$ cat config.mk
export PLATFORM = sky130hd
export DESIGN_NAME = serial_adder_ctrl
export DESIGN_NICKNAME = d
export VERILOG_FILES = /design/src/rtl/serial_adder_ctrl.sv
export SDC_FILE = /design/constraint.sdc
export NUM_CORES = 1
export LEC_CHECK = 0
export CAP_MARGIN = 20
export CORE_AREA = 2 2 93 68
export CTS_CLUSTER_SIZE = 16
export DETAILED_ROUTE_END_ITERATION = 6
export DIE_AREA = 0 0 95 70
export PLACE_DENSITY_LB_ADDON = 0.08
export SLEW_MARGIN = 30
export SYNTH_ARGS = -nofsm -noshare
export SYNTH_HDL_FRONTEND = slang
export SYNTH_SLANG_ARGS = --single-unit
$ cat constraint.sdc
create_clock -name clk -period 2 [get_ports clk]
set_clock_uncertainty 0.15 [all_clocks]
set_input_delay 0.4 -clock clk [delete_from_list [all_inputs] [get_ports clk]]
set_output_delay 0.4 -clock clk [all_outputs]
set_load 0.02 [all_outputs]
$ cat src/rtl/serial_adder_ctrl.sv
// rtl/serial_adder_ctrl.sv - bit-serial adder sequencer driving an external full-adder cell
module serial_adder_ctrl #(
    parameter int WIDTH = 8
) (
    input  logic             clk,
    input  logic             rst_n,
    input  logic             start,
    input  logic [WIDTH-1:0] a,
    input  logic [WIDTH-1:0] b,
    input  logic             cin,
    output logic             fa_i0,
    output logic             fa_i1,
    output logic             fa_ci,
    input  logic             fa_s,
    input  logic             fa_co,
    output logic             busy,
    output logic             done,
    output logic [WIDTH-1:0] sum,
    output logic             cout
);

    localparam int CW = (WIDTH > 1) ? $clog2(WIDTH) : 1;
    localparam logic [CW-1:0] LAST = CW'(WIDTH - 1);

    typedef enum logic [1:0] {
        IDLE = 2'd0,
        RUN  = 2'd1,
        DONE = 2'd2
    } state_t;

    state_t           state;
    state_t           state_nxt;
    logic [WIDTH-1:0] a_sh;
    logic [WIDTH-1:0] b_sh;
    logic [WIDTH-1:0] sum_sh;
    logic             carry;
    logic [CW-1:0]    cnt;
    logic             last;
    logic             load;

    assign last = (cnt == LAST);
    assign load = start && (state == IDLE || state == DONE);

    always_ff @(posedge clk or negedge rst_n) begin
        if (!rst_n) begin
            state <= IDLE;
        end else begin
            state <= state_nxt;
        end
    end

    always_comb begin
        state_nxt = state;
        case (state)
            IDLE:    if (start) state_nxt = RUN;
            RUN:     if (last) state_nxt = DONE;
            DONE:    state_nxt = start ? RUN : IDLE;
            default: state_nxt = IDLE;
        endcase
    end

    // Result registers update only on the final RUN edge so they stay stable mid-operation.
    always_ff @(posedge clk or negedge rst_n) begin
        if (!rst_n) begin
            a_sh   <= '0;
            b_sh   <= '0;
            sum_sh <= '0;
            carry  <= 1'b0;
            cnt    <= '0;
            sum    <= '0;
            cout   <= 1'b0;
        end else if (load) begin
            a_sh   <= a;
            b_sh   <= b;
            sum_sh <= '0;
            carry  <= cin;
            cnt    <= '0;
        end else if (state == RUN) begin
            a_sh   <= a_sh >> 1;
            b_sh   <= b_sh >> 1;
            sum_sh <= {fa_s, sum_sh[WIDTH-1:1]};
            carry  <= fa_co;
            if (last) begin
                sum  <= {fa_s, sum_sh[WIDTH-1:1]};
                cout <= fa_co;
            end else begin
                cnt <= cnt + CW'(1);
            end
        end
    end

    assign busy  = (state == RUN);
    assign done  = (state == DONE);
    assign fa_i0 = busy & a_sh[0];
    assign fa_i1 = busy & b_sh[0];
    assign fa_ci = busy & carry;

endmodule

# Word level (Yosys, flattened, before mapping)
# Cells that the tools add are included.
[word_totals]
ff_bits = 39
wordCells = 41
[op_classes]
n_eq_ne = 6
n_reduce_logical = 7
bitwise = 4
mux = 15
add_sub_neg = 1
[op_table]
columns = ["op", "count"]
rows = [
  ["$mux W8", 6],
  ["$mux W3", 3],
  ["$pmux W2 S3", 1],
  ["$mux W2", 2],
  ["$ne A2 B1 Y1 const B", 2],
  ["$reduce_and A2 Y1", 2],
  ["$add A3 B1 Y3 const B", 1],
  ["$and A1 B1 Y1", 3],
  ["$eq A3 B3 Y1 const B", 1],
  ["$mux W1", 3],
  ["$reduce_and A3 Y1", 1],
  ["$eq A2 B1 Y1 const B", 1],
  ["$eq A2 B2 Y1 const B", 1],
  ["$logic_not A2 Y1", 1],
  ["$ne A2 B2 Y1 const B", 1],
  ["$reduce_bool A2 Y1", 1],
  ["$logic_and A1 B1 Y1", 1],
  ["$logic_or A1 B1 Y1", 1],
  ["$not A1 Y1", 1],
]

# Logic depth before layout (Yosys ltp)
# Gate-level depths: netlist of run 1.
[depth]
ltp_word = 5
mapped_depth = 5

# Worst setup path after synthesis of run 1
# Ideal clock, no wire load.
[synth_path]
kind = "register to output"
start = "register state[1]"
end = "output port fa_ci"
arrival_ns = 1.244
slack_ns = 0.206
stages_incl_launch_ff = 4
n_path_buf = 1
path_cell_list = "dfrtp_1 buf_4 nor2b_1 and2_1"
[synth_between]
elab_chain_len = 2
[synth_lines]
columns = ["element", "line_no", "text"]
rows = [
  ["start: declaration", "31", "state_t state;"],
  ["start signal: assignment", "48", "state <= state_nxt;"],
  ["$eq A2 B1 Y1", "92", "assign busy = (state == RUN);"],
  ["named net busy", "16", "output logic busy,"],
  ["$and A1 B1 Y1", "96", "assign fa_ci = busy & carry;"],
  ["end: declaration", "13", "output logic fa_ci,"],
]
# The timed path passes the listed nets, and every way through them passes these cells.

# Final worst setup path of run 1
[layout_path]
start = "register state[0]"
end = "output port done"
[layout_between]
elab_chain_len = 1
[layout_lines]
columns = ["element", "line_no", "text"]
rows = [
  ["$eq A2 B2 Y1", "93", "assign done = (state == DONE);"],
  ["end: declaration", "17", "output logic done,"],
]
# No other way between the ends.

==> metrics.cfg, run 1 <==
[run_status]
status = completed

[logic_synthesis]
synth_xor_area_share_pct = 0
synth.most_common_cell = mux2i_1
postSynth.asyncResetShare_pct = 100
synth.mux.area_fraction_pct = 35.7
synth_area_per_cell_um2 = 13.6
yosys.area_share.simple_pct = 3.98
synth_top_family_by_area = multiplexers
yosys.area.top_type_share_pct = 48.7
synthFlopType = dfrtp_1
synth_seq_area_share_pct = 48.7
synth-compound-area-share_pct = 6.74
yosys_warnings = 0
synth_enable_flop_cells = 0
syn-num-nets = 167
yosys_register_bits = 38
synthAdderAreaFrac_pct = 1.28
syn-cell-area_mm2 = 0.00195
synthTopCellsByCount = mux2i_1, dfrtp_1, mux2_4, a22o_1, mux2_1
synth.area.top_cells = dfrtp_1, mux2i_1, mux2_4
ys_types = 21
synth_cells = 143
synth_top_area_cell = dfrtp_1

[clock_tree]
cts_setup_buffers = 0
htreeDepth = 2
cts.sinks = 38
cts_buffer_depth = 2
clock-root-buffer = clkbuf_8
cts_tree = done
clk_latency_ps = 290
clk_pin_slew_ps = 70
cts_made_buffers = 5

[detailed_routing]
final_antenna_net_count = 0
via_per_inst = 4.75
first_pass_iters = 4
num_vias = 1253
wl_um = 3840
drc_errors = 0
wl_per_cell_um = 14.5
drtIter0Drc = 65

[grt]
grt_remaining_overflow = 0
track_usage_pct = 12.2
grt_max_degree = 39
antenna_found_initial = 0
grt_pass1_wl_um = 6210
grt_pass1_vias = 1233

[finish]
num_antenna_cells = 0
area_growth_pct = 27.6
post-route-cell-area_mm2 = 0.00249
fill_cells = 570
nNetsFinal = 209
drive_gt1_share_pct = 17.2
fin_cells = 264

[critical_path]
crit_arrival_ps = 1300
required_ps = 1450
crit_path_start_kind = register
cp_cell_sequence = buf_4 -> nor2b_1 -> dlygate4sd2_1
critical_path_class = reg -> out
crit_fanout = 6
cp_top_family = buffers and inverters
crit_slowest_cell = dfrtp_1
end_kind = primary output
critical_path_buf_inv_count = 2
crit_path_max_incr_delay_ps = 390

[power]
peakVddDrop_uv = 582
cellPowerDensity_mw_per_mm2 = 1380
power_leakage_nw = 1.23
power_mw = 3.44

[sta]
max_freq_mhz = 540
layout_worst_path_cycle_share_pct = 92.6
post-route-min-period_ps = 1850
hold_viol = 0
final_max_slew_viol_count = 0
grt_setup_unrepaired = no
finalSetupViolations = 0
slew_headroom_pct = 61.1
fin_setup_tns_ps = 0
worst_slew_pin_slew_ps = 582
setup_slack_ps = 147

[floorplan]
die_width_um = 95
boundaryPins = 36
start_util_pct = 33.0
core.rowCount = 24
dieArea_mm2 = 0.00665
die_h_um = 70
core_mm2 = 0.00592

[placed_design]
hpwl_um = 2530
preCtsSetupSlack_ps = 64.8
io_buffers = 35
placed_cells = 256
placed_area_mm2 = 0.00241
routabilityCongestion = 0.647

[hold_path]
hold_path.class = in -> async

[flow_run]
maxCapViolations = 0

-- path summary, 6_finish.rpt --
check,startpoint,end,slack [ps],cells past startpoint
max in group asynchronous,rst_n,b_sh[0],1350,2
min,rst_n,sum[1],2,2
max,state[0],done,150,3
max reg2reg,cnt[0],sum[0],260,5
min in group clk,sum[4],sum[4],360,1
min reg2reg,sum[4],sum[4],360,1
-- cell usage in the layout, fill, tap and decap left out, types with 2 or more instances in the layout --
cell	count
mux2_1	6
nor3b_1	2
ha_1	2
mux2i_1	47
o211a_1	3
clkdlybuf4s50_1	29
mux2_4	9
nor2b_1	3
clkbuf_2	3
o21ai_0	2
dfrtp_1	38
dlygate4sd2_1	2
clkbuf_8	6
a22o_1	7
a311o_1	2
mux2_2	2
nand3_1	2
and2_1	3
nor2_1	2
buf_4	9
-- per-layer routing --
metal / vias up / part of all wire (%) / track usage [%] / routed length [um]
li1: 610 / - / - / -
met3: 5 / 5.3 / 3.45 / 204
met5: - / 0 / 0 / 0
met2: 35 / 43 / 17.2 / 1640
met4: 0 / 0.94 / 4.35 / 36
met1: 603 / 51 / 17.9 / 1960
-- where the power goes --
part           internal, mW  leakage (nW)  total, mW  switching, mW
registers              1.10         0.485       1.33          0.238
logic                 0.856         0.692       1.56          0.705
clock network         0.278        0.0482      0.545          0.267
-- cell families after synthesis --
kind of cell / after synthesis
mux: 64
flops: 38
compound gates: 15
simple gates: 13
buf+inv: 11
fa+ha+maj: 2
-- area by class of cell --
cell class | count | area, um^2 | area share (%)
Sequential cell | 38 | 951 | 38.2
Inverter | 1 | 3.75 | 0.151
Clock buffer | 7 | 86.3 | 3.47
Tap cell | 78 | 97.6 | 3.92
Timing Repair Buffer | 45 | 415 | 16.7
Multi-Input combinational cell | 94 | 930 | 37.4
Clock inverter | 1 | 5.00 | 0.201
-- what timing repair did --
item / CTS / global route
resized for setup: 5 / 6
setup endpoints to repair: 5 / 3
hold buffers: 0 / 0
-- state kept, by name, summed over array words and instances, names as in the netlist --
register	cells
b_sh	8
sum_sh	7
cout	1
state	2
a_sh	8
carry	1
sum	8
cnt	3
-- metrics by stage --
stage	hold WS, ps	utilization [%]
after floorplan	-45.6	-
after global placement	338	40.8
after detailed placement	336	40.8
after CTS	17.7	42.3
after global routing	47.0	42.1
final	1.81	42.1
Note: power is estimated with default switching activity, not from simulation.
==> inputs of run 2 (changes only) <==
--- a/config.mk
+++ b/config.mk
@@ -15,3 +15,4 @@
 export SYNTH_ARGS = -nofsm -noshare
 export SYNTH_HDL_FRONTEND = slang
 export SYNTH_SLANG_ARGS = --single-unit
+export TNS_END_PERCENT = 50
==> results of run 2 <==
No change in the layout: final DEF, timing and power equal those of run 1.
==> inputs of run 3 (changes only) <==
--- a/config.mk
+++ b/config.mk
@@ -5,11 +5,12 @@
 export SDC_FILE = /design/constraint.sdc
 export NUM_CORES = 1
 export LEC_CHECK = 0
+export ABC_AREA = 1
 export CAP_MARGIN = 20
-export CORE_AREA = 2 2 93 68
+export CORE_AREA = 2 2 92 68
 export CTS_CLUSTER_SIZE = 16
 export DETAILED_ROUTE_END_ITERATION = 6
-export DIE_AREA = 0 0 95 70
+export DIE_AREA = 0 0 94 70
 export PLACE_DENSITY_LB_ADDON = 0.08
 export SLEW_MARGIN = 30
 export SYNTH_ARGS = -nofsm -noshare
==> metrics.cfg, run 3 <==
[power]
cellPowerDensity_mw_per_mm2 = 1470  ; +6.4%
power_mw = 3.58  ; +4.1%
peakVddDrop_uv = 465  ; -20%
power_leakage_nw = 1.26  ; +3.0%

[logic_synthesis]
ys_types = 18  ; -14%
yosys_register_bits = 38  ; unchanged
synth_top_area_cell = dfrtp_1
synth.area.top_cells = dfrtp_1, nand2_1, nand3_2
synth_seq_area_share_pct = 49.1  ; +0.35 points
synth_enable_flop_cells = 0  ; unchanged
synth_cells = 229  ; +60%
synthTopCellsByCount = nand2_1, dfrtp_1, nand3_1, inv_1, nand3_2
synth_area_per_cell_um2 = 8.46  ; -38%
syn-num-nets = 253  ; +51%
yosys.area.top_type_share_pct = 49.1  ; +0.35 points
synthFlopType = dfrtp_1
yosys_warnings = 0  ; unchanged
syn-cell-area_mm2 = 0.00194  ; -0.71%
postSynth.asyncResetShare_pct = 100  ; unchanged
synth.most_common_cell = nand2_1

[detailed_routing]
via_per_inst = 4.31  ; -9.2%
final_antenna_net_count = 0  ; unchanged
num_vias = 1499  ; +20%
wl_um = 4080  ; +6.2%
drc_errors = 0  ; unchanged
wl_per_cell_um = 11.7  ; -19%
first_pass_iters = 4  ; unchanged
drtIter0Drc = 51  ; -22%

[sta]
slew_headroom_pct = 67.0  ; +5.9 points
worst_slew_pin_slew_ps = 495  ; -87.1 ps
post-route-min-period_ps = 1840  ; -12.8 ps
max_freq_mhz = 543  ; +0.70%
fin_setup_tns_ps = 0  ; unchanged
final_max_slew_viol_count = 0  ; unchanged
layout_worst_path_cycle_share_pct = 92.0  ; -0.64 points
grt_setup_unrepaired = no
hold_viol = 0  ; unchanged
setup_slack_ps = 160  ; +12.8 ps
finalSetupViolations = 0  ; unchanged

[floorplan]
core.rowCount = 24  ; unchanged
dieArea_mm2 = 0.00658  ; -1.1%
boundaryPins = 36  ; unchanged
start_util_pct = 33.1  ; +0.10 points
die_h_um = 70  ; unchanged
die_width_um = 94  ; -1.1%
core_mm2 = 0.00586  ; -1.0%

[grt]
grt_pass1_vias = 1621  ; +31%
antenna_found_initial = 0  ; unchanged
track_usage_pct = 14.5  ; +2.3 points
grt_max_degree = 39  ; unchanged
grt_remaining_overflow = 0  ; unchanged
grt_pass1_wl_um = 7490  ; +21%

[finish]
drive_gt1_share_pct = 15.2  ; -2.0 points
nNetsFinal = 293  ; +40%
fin_util_pct = 41.6  ; -0.49 points
reg_top3 = a_sh (8), b_sh (8), sum (8)
final_cell_mix = nand2_1, dfrtp_1, clkdlybuf4s50_1
layout.cells.most_common = nand2_1
post-route-cell-area_mm2 = 0.00243  ; -2.2%
num_antenna_cells = 0  ; unchanged
area_growth_pct = 25.7

[clock_tree]
cts.sinks = 38  ; unchanged
cts_tree = done
cts_setup_buffers = 0  ; unchanged
cts_buffer_depth = 2  ; unchanged
clk_latency_ps = 290  ; about the same
clock-root-buffer = clkbuf_8
clk_pin_slew_ps = 80  ; about the same
htreeDepth = 2  ; unchanged
cts_made_buffers = 5  ; unchanged

[critical_path]
critical_path_class = reg -> out
end_kind = primary output
required_ps = 1450  ; about the same
crit_arrival_ps = 1290  ; about the same
crit_fanout = 6  ; unchanged
crit_path_start_kind = register

[placed_design]
io_buffers = 35  ; unchanged
routabilityCongestion = 0.720  ; +11%
placed_area_mm2 = 0.00234  ; -3.2%
hpwl_um = 2680  ; +6.0%
preCtsSetupSlack_ps = 135  ; +70.1 ps

[flow_run]
maxCapViolations = 0  ; unchanged

[hold_path]
hold_path.class = reg -> reg

[run_status]
status = completed

run 3: final timing paths:
| check | startpoint | endpoint | slack (ps) | cells past startpoint |
|---|---|---|---|---|
| hold reg to reg | sum[1] | sum[1] | 330 | 2 |
| max in group asynchronous | rst_n | cnt[1] | 700 | 3 |
| setup / recovery | state[1] | fa_i0 | 160 | 4 |
| setup reg to reg | cnt[0] | cnt[2] | 400 | 7 |
| hold / removal | sum[1] | sum[1] | 330 | 2 |
| min in group asynchronous | rst_n | b_sh[2] | 450 | 2 |
run 3: area by class of cell:
class	count	area, um^2
Clock inverter	1	5.00
Timing Repair Buffer	44	422
Clock buffer	7	86.3
Tap cell	78	97.6
Sequential cell	38	952
Multi-Input combinational cell	159	791
Inverter	21	81.3
Fill cell	612	3420
run 3: layer usage:
metal	track usage, %	share of wire, %	vias up
li1	-	-	783
met1	20.3	54	687
met2	22.1	40	23
met3	3.67	4.2	6
met4	4.83	1.5	0
met5	0	0	-
run 3: cells by family after synthesis:
family | count (synthesis) | share of synthesized area [%]
buffers and inverters | 32 | 10.1
adder cells (fa/ha/maj) | 2 | 1.29
flip-flops | 38 | 49.1
AND/OR/NAND/NOR | 157 | 39.5
run 3: critical path: stages (launching register included):
cell and delay (ps):
dfrtp_1 420, inv_2 100, nand2_4 70, nor2_1 80
dlygate4sd2_1 330
run 3: what timing repair did:
| action | in CTS | in global routing |
|---|---|---|
| endpoints found under the setup margin | 5 | 0 |
| endpoints found under the hold margin | 19 | 0 |
| gates resized for setup | 6 | 0 |
| hold buffers | 1 | 0 |
run 3: per-stage QoR:
step / hold slack [ps] / std cells
floorplan: -45.6 / 229
global placement: 249 / 339
detailed placement: 246 / 339
CTS: 339 / 348
global route: 363 / 348
finish: 333 / 348
run 3: power breakdown:
group	internal, mW	switching [mW]
Clock	0.279	0.279
Combinational	0.685	0.974
Sequential	1.13	0.232
Total	2.10	1.48
